`src/rtl/fp_pkg.sv`:
```
// Shared IEEE-754 single-precision definitions for the FP datapath units.
package fp_pkg;

  localparam int unsigned EXP_W  = 8;
  localparam int unsigned MAN_W  = 23;
  localparam int unsigned SIG_W  = MAN_W + 1;
  localparam int unsigned PROD_W = 2 * SIG_W;
  localparam int unsigned EXPI_W = 10;
  localparam int unsigned BIAS   = 127;

  localparam logic [31:0] QNAN    = 32'h7FC00000;
  localparam logic [31:0] POS_INF = 32'h7F800000;

  typedef enum logic [2:0] {
    IDLE,
    UNPACK,
    MUL,
    NORM,
    ROUND,
    DONE
  } state_t;

  typedef enum logic [1:0] {
    CLS_NORM,
    CLS_ZERO,
    CLS_INF,
    CLS_NAN
  } fp_class_t;

  function automatic logic fp_sign(input logic [31:0] x);
    return x[31];
  endfunction

  function automatic logic [EXP_W-1:0] fp_exp(input logic [31:0] x);
    return x[30:23];
  endfunction

  function automatic logic [MAN_W-1:0] fp_man(input logic [31:0] x);
    return x[22:0];
  endfunction

  function automatic logic [SIG_W-1:0] fp_sig(input logic [31:0] x);
    return {1'b1, x[22:0]};
  endfunction

  // Product class in priority order; denormal inputs count as zero.
  function automatic fp_class_t fp_classify(input logic [31:0] x, input logic [31:0] y);
    logic nan_x, nan_y, inf_x, inf_y, zero_x, zero_y;
    nan_x  = (fp_exp(x) == 8'hFF) && (fp_man(x) != '0);
    nan_y  = (fp_exp(y) == 8'hFF) && (fp_man(y) != '0);
    inf_x  = (fp_exp(x) == 8'hFF) && (fp_man(x) == '0);
    inf_y  = (fp_exp(y) == 8'hFF) && (fp_man(y) == '0);
    zero_x = (fp_exp(x) == 8'h00);
    zero_y = (fp_exp(y) == 8'h00);
    if (nan_x || nan_y || ((inf_x || inf_y) && (zero_x || zero_y))) return CLS_NAN;
    if (inf_x || inf_y) return CLS_INF;
    if (zero_x || zero_y) return CLS_ZERO;
    return CLS_NORM;
  endfunction

endpackage

```
`src/rtl/fp_round_pack.sv`:
```
// Round-to-nearest-even, range saturation and packing of a normalised result.
module fp_round_pack
  import fp_pkg::*;
(
  input  logic                     sign,
  input  logic signed [EXPI_W-1:0] exp_in,
  input  logic [SIG_W-1:0]         mant,
  input  logic                     g,
  input  logic                     r,
  input  logic                     s,
  input  fp_class_t                cls,
  output logic [31:0]              word_c
);

  logic                     round_up;
  logic [SIG_W:0]           mant_inc;
  logic [SIG_W-1:0]         mant_fin;
  logic signed [EXPI_W-1:0] exp_fin;

  always_comb begin
    round_up = g & (r | s | mant[0]);
    mant_inc = {1'b0, mant} + (SIG_W + 1)'(round_up);
    mant_fin = mant_inc[SIG_W-1:0];
    exp_fin  = exp_in;
    // Carry out of the significand renormalises to 1.000...
    if (mant_inc[SIG_W]) begin
      mant_fin = mant_inc[SIG_W:1];
      exp_fin  = exp_in + 10'sd1;
    end

    word_c = {sign, exp_fin[EXP_W-1:0], mant_fin[MAN_W-1:0]};
    case (cls)
      CLS_NAN:  word_c = QNAN;
      CLS_INF:  word_c = {sign, POS_INF[30:0]};
      CLS_ZERO: word_c = {sign, 31'd0};
      default: begin
        if (exp_fin >= 10'sd255)    word_c = {sign, POS_INF[30:0]};
        else if (exp_fin <= 10'sd0) word_c = {sign, 31'd0};
      end
    endcase
  end

endmodule

```
`src/rtl/fpmul.sv`:
```
// Sequential single-precision multiplier: shift-add significands, normalise, round, pack.
module fpmul
  import fp_pkg::*;
#(
  parameter int unsigned BITS_PER_CYCLE = 1
) (
  input  logic        clk,
  input  logic        reset,
  input  logic        start,
  input  logic [31:0] a,
  input  logic [31:0] b,
  output logic [31:0] product,
  output logic        done
);

  localparam int unsigned MUL_CYCLES = 24 / BITS_PER_CYCLE;
  localparam int unsigned CNT_W      = 5;

  state_t                   state_q, state_d;
  logic [31:0]              a_q, b_q;
  logic                     sign_q;
  logic signed [EXPI_W-1:0] exp_q;
  fp_class_t                cls_q;
  logic [PROD_W-1:0]        mcand_q, acc_q, pp;
  logic [SIG_W-1:0]         mplier_q, mant_q;
  logic [CNT_W-1:0]         cnt_q;
  logic                     g_q, r_q, s_q;
  logic [31:0]              word_c;

  always_ff @(posedge clk) begin
    if (reset) state_q <= IDLE;
    else       state_q <= state_d;
  end

  always_comb begin
    state_d = state_q;
    case (state_q)
      IDLE, DONE: if (start) state_d = UNPACK;
      UNPACK:     state_d = MUL;
      MUL:        if (cnt_q == CNT_W'(MUL_CYCLES - 1)) state_d = NORM;
      NORM:       state_d = ROUND;
      ROUND:      state_d = DONE;
      default:    state_d = IDLE;
    endcase
  end

  // Partial product for the multiplier bits retired this cycle.
  always_comb begin
    pp = '0;
    for (int i = 0; i < int'(BITS_PER_CYCLE); i++) begin
      if (mplier_q[i]) pp = pp + (mcand_q << i);
    end
  end

  always_ff @(posedge clk) begin
    if (reset) begin
      a_q      <= '0;
      b_q      <= '0;
      sign_q   <= 1'b0;
      exp_q    <= '0;
      cls_q    <= CLS_NORM;
      mcand_q  <= '0;
      mplier_q <= '0;
      acc_q    <= '0;
      cnt_q    <= '0;
      mant_q   <= '0;
      g_q      <= 1'b0;
      r_q      <= 1'b0;
      s_q      <= 1'b0;
      product  <= '0;
      done     <= 1'b0;
    end else begin
      case (state_q)
        IDLE, DONE: begin
          if (start) begin
            a_q  <= a;
            b_q  <= b;
            done <= 1'b0;
          end
        end
        UNPACK: begin
          sign_q   <= fp_sign(a_q) ^ fp_sign(b_q);
          exp_q    <= $signed({2'b00, fp_exp(a_q)}) + $signed({2'b00, fp_exp(b_q)})
                      - $signed(EXPI_W'(BIAS));
          cls_q    <= fp_classify(a_q, b_q);
          mcand_q  <= PROD_W'(fp_sig(a_q));
          mplier_q <= fp_sig(b_q);
          acc_q    <= '0;
          cnt_q    <= '0;
        end
        MUL: begin
          acc_q    <= acc_q + pp;
          mcand_q  <= mcand_q << BITS_PER_CYCLE;
          mplier_q <= mplier_q >> BITS_PER_CYCLE;
          cnt_q    <= cnt_q + 5'd1;
        end
        NORM: begin
          // Significand product lies in [1,4); a set top bit means [2,4).
          if (acc_q[PROD_W-1]) begin
            mant_q <= acc_q[47:24];
            g_q    <= acc_q[23];
            r_q    <= acc_q[22];
            s_q    <= |acc_q[21:0];
            exp_q  <= exp_q + 10'sd1;
          end else begin
            mant_q <= acc_q[46:23];
            g_q    <= acc_q[22];
            r_q    <= acc_q[21];
            s_q    <= |acc_q[20:0];
          end
        end
        ROUND: begin
          product <= word_c;
          done    <= 1'b1;
        end
        default: ;
      endcase
    end
  end

  fp_round_pack u_round_pack (
    .sign   (sign_q),
    .exp_in (exp_q),
    .mant   (mant_q),
    .g      (g_q),
    .r      (r_q),
    .s      (s_q),
    .cls    (cls_q),
    .word_c (word_c)
  );

endmodule
```
`config.mk`:
```
export PLATFORM = sky130hd
export DESIGN_NAME = fpmul
export DESIGN_NICKNAME = d
export VERILOG_FILES = /design/src/rtl/fp_pkg.sv /design/src/rtl/fp_round_pack.sv /design/src/rtl/fpmul.sv
export SDC_FILE = /design/constraint.sdc
export NUM_CORES = 1
export LEC_CHECK = 0
export BUFFER_PORTS_ARGS = -buffer_cell sky130_fd_sc_hd__buf_2
export CAP_MARGIN = 0
export CELL_PAD_IN_SITES_DETAIL_PLACEMENT = 1
export CELL_PAD_IN_SITES_GLOBAL_PLACEMENT = 1
export CORE_UTILIZATION = 40
export DETAILED_ROUTE_END_ITERATION = 6
export HOLD_SLACK_MARGIN = 0.12
export PLACE_DENSITY_LB_ADDON = 0.1
export RECOVER_POWER = 50
export SLEW_MARGIN = 20
export SYNTH_ARGS = -nofsm -noshare
export SYNTH_HDL_FRONTEND = slang
export SYNTH_SLANG_ARGS = --single-unit
```
`constraint.sdc`:
```
create_clock -name clk -period 6.5 [get_ports clk]
set_input_delay 1.3 -clock clk [delete_from_list [all_inputs] [get_ports clk]]
set_output_delay 1.3 -clock clk [all_outputs]
set_load 0.005 [all_outputs]
```
==> results <==
- The sequential share of power is 0.458.
- Before antenna repair, the detailed router went through 5 iterations.
- The setup slack on the worst flop-to-flop path is 2.20 ns.
- The number of enable flip-flop cells after synthesis is 0.
- Leaving out fill and tap cells, the most frequent cell in the layout is nand2_1.
- The per-cell routed wire length is 18.1 um.
- The number of buffer cells added on primary ports is 99.
- Of the available clock period, the critical path in the final layout requires 0.725.
- The number of antenna diodes in the final layout is 0.
- The cell-internal power is 2.80 mW.
- The final layout contains routed wiring with a total length of about 41000 um.
- The remaining max-slew budget at the tightest pin is -1.62.
- The largest delay contributor family on the critical path is buffers and inverters.
- The type of the setup path with the least slack is input port to flop.
- The register bit total from synthesis is approximately 270.
- Counting flops with an async set or reset pin after synthesis yields a share of 0.
- The slowest stage of the critical path is the clkbuf_1 cell.
- For the final routed database, the setup TNS stands at 0 ns.
- The most used flip-flop cell after synthesis is dfxtp_1.
- The count of nets left with antenna violations once routing finished came out at 0.
- The maximum net fanout on the critical path is 80.
- Walking the worst path, the cells encountered are buf_6 -> clkbuf_1 -> nor2_1 -> and3_1 -> mux2i_1 -> nand2_1.
- The netlist area before placement is 14100 sq um.
- The data required time at the worst endpoint is 6.98 ns.
- The analysis attributes to net switching a power of 0.999 mW.
- The end point of the critical path is acc_q[43].
- The worst flop-to-flop path startpoint is state_q[1].
- The layout has between 4000 and 5000 filler cells.
- STA classifies the critical path endpoint as a flop.
- The number of hold violations in the final report is 0.
- The path class of the tightest hold or removal check is flop to flop.
- The checks that failed: max-capacitance violations, max-slew violations.
- Of the cells placed in the final design, the portion with a size suffix greater than 1 is 0.0873.
- For this run, the number of Yosys warnings is 0.
- The part of the power in combinational logic is 0.089.
- The number of buffers and inverters on the critical path is 2.
- The cell depth of the worst setup path is 6.
- The tool flagged a number of max-cap violations equal to 5.
- The kind of start point of the critical path is an input port.
- The clock reaches the later pin of the worst-skew pair after 0.59 ns.
- Detailed placement ended at an HPWL of 29400 um.
- Measured in cells, the most critical reg-to-reg path has a length of 8.
- For the pin with the worst max-slew slack, the measured transition is 3.92 ns.
- The synthesized netlist net count is 1923.
- The effective utilization at floorplan is 0.407.
- The CTS H-tree depth is 1.
- After clock tree synthesis, the clock-pin slew on the worst setup and hold paths is ~0.060 ns.
- For the worst setup path, the data arrival time is 5.19 ns.
- The global route total overflow is 0.
- The gate count after technology mapping is 1789.
- TritonCTS built the clock tree.
- For this block, the initial DRC count from the detailed router was approximately 590.
- In the routed layout, each cell is associated on average with a via count of 5.62.
- For this run, design rule violations remaining after detail routing come to 0.
- The CTS sink count is 265.
- The global-route wire length before repair is 68600 um.
- At the end of routability-driven placement, the weighted congestion stood at approximately 0.86.
- In the final design database the tool counted 1947 nets.
- The overall fraction of global-route tracks in use is 0.231.
- The number of different library cells used by synthesis comes to 73.
- Static timing analysis puts the maximum clock frequency at 212 MHz.
- Once the clock tree was built, the resizer swapped 0 gates to a different size.
- The maximum VDD drop is 0.000206 V.
- Setup repair after global routing left no endpoint under its margin.
- The die is 190 um wide.
- The average cell area after synthesis is 7.88 sq um.
- The overall power consumption is between 3 and 4 mW.
- On the final layout, the worst clock skew is 0.00654 ns.
- The delay of the slowest critical-path stage is 1.96 ns.
- The tree is rooted in a clkbuf_16.
- The count of hold buffers inserted by post-cts repair is 0.
- The cell leakage power is 6.04 nW.
- The reg-to-reg endpoint is cnt_q[3].
- The via count of the first global-routing pass was 13100.
- The final count of pins violating max slew is 338.
- The library cells used most frequently in the layout, excluding fill and tap cells, are nand2_1, dfxtp_1, a21oi_1, nor2_1, a22oi_1.
- The number of antenna violations at the first check in global routing is 0.
- The area used by multi-input combinational logic is just over 8000 sq um.
- The number of clock buffers inserted by TritonCTS is 31.
- The area inside the core boundary is ~35000 sq um.
- The die area is 36000 sq um.
- The floorplan has 68 rows.
- The total number of vias is 12900.
- The storage element area is 5310 sq um.
- The share of the yosys chip area belonging to registers is 0.376.
- From synthesis to final layout, the design area changed by 12.1%.
- The die height is 190 um.
- The total setup violations reported at the end of the flow is 0.
- Counting I/O delays and the setup requirement, the final critical path takes ~4.7 ns.
- The maximum buffer depth of the clock tree is 3.
- The most critical setup path has its startpoint at reset.
- Of the total power, the share spent switching nets is 0.263.
- The total setup buffers inserted after CTS is 0.
- The flow ran to the end, but the final reports show violations.
- The maximum number of pins on one net before global-route repair is 90.
- Of the total power, the clock network draws 0.453.
- The I/O pin count is 100.
- Dividing total power by cell area gives a power density of roughly 240 nW/um^2.
how the worst min path moves through the flow:
stage	start	to	slack (ns)	cells past startpoint
after floorplan	product[14]	product[14]	0.43	2
after global placement	product[14]	product[14]	0.43	2
after detailed placement	product[12]	product[12]	0.43	2
after CTS	product[12]	product[12]	0.44	2
after global routing	product[12]	product[12]	0.46	2
final	product[12]	product[12]	0.44	2
synthesized netlist by cell type (7+ instances only):
cell,count,area share
a22oi_1,94,0.050
ha_1,65,0.058
and3_1,19,0.0084
buf_1,14,0.0037
nand3_1,25,0.0089
o31ai_1,7,0.0037
a21oi_1,201,0.071
and2_1,56,0.025
a31oi_1,9,0.0040
inv_1,32,0.0085
nor2b_1,7,0.0031
nand4_1,29,0.013
dfxtp_1,265,0.38
nor2_1,148,0.039
xnor2_1,47,0.029
nand2b_1,7,0.0031
a211oi_1,36,0.019
mux2i_1,27,0.019
nor3_1,23,0.0082
clkbuf_1,103,0.027
xor2_1,30,0.019
o21bai_1,17,0.0091
nand2_1,298,0.079
o21ai_1,20,0.0071
o21ai_0,70,0.025
a21o_1,26,0.014
nor4_1,24,0.011
cell type report:
| class | count | share of cell area |
|---|---|---|
| inverters | 32 | 0.00760 |
| clock buffers | 47 | 0.0586 |
| clock inverters | 6 | 0.00459 |
| well taps | 455 | 0.0360 |
| repair buffers | 112 | 0.0352 |
| multi-input cells | 1371 | 0.522 |
| flip-flops and latches | 265 | 0.336 |
registers in the layout, indices dropped and copies added (netlist names):
name	count
state_q	3
s_q	1
exp_q	10
done	1
mant_q	24
product	32
mcand_q	48
cnt_q	5
r_q	1
g_q	1
mplier_q	24
sign_q	1
cls_q	2
acc_q	48
a_q	32
b_q	32
worst min-delay path, cell delays in order, from the launching register on:
cell and delay [ns]:
dfxtp_1 0.30, nand2_1 0.05, nand2_1 0.04
power by group through the flow:
stage	clock network, mW	registers (mW)	logic (mW)
finish	1.72	1.74	0.337
CTS	1.77	1.74	0.343
global placement	0	1.77	0.332
global route	1.84	1.75	0.380
floorplan	0	1.74	0.247
detailed placement	0	1.78	0.341
through the flow:
step | area, sq um | cells | hold WS, ns | utilization | worst slack [ns]
after floorplan | 14100 | 1789 | 0.435 | - | 3.13
after global placement | 14800 | 2235 | 0.425 | 0.429 | 2.72
after detailed placement | 14800 | 2235 | 0.431 | 0.429 | 2.68
after CTS | 15800 | 2288 | 0.441 | 0.457 | 2.60
after global routing | 15800 | 2288 | 0.461 | 0.456 | 1.37
final | 15800 | 2288 | 0.437 | 0.456 | 1.79
logic make-up after synthesis:
kind of cell / count (synthesis) / synth area share
xor+xnor: 77 / 0.0478
flops: 265 / 0.376
buf+inv: 153 / 0.0415
fa+ha+maj: 67 / 0.0605
simple gates: 667 / 0.217
mux: 28 / 0.0200
compound gates: 532 / 0.237
layer usage:
metal / up-vias / wire length, um / GRT usage
met3: 52 / 1220 / 0.0256
met4: 0 / 800 / 0.0602
met1: 6237 / 19600 / 0.304
li1: 6408 / - / -
met5: - / 0 / 0
met2: 158 / 19900 / 0.400
Note: power is estimated with default switching activity, not from simulation.
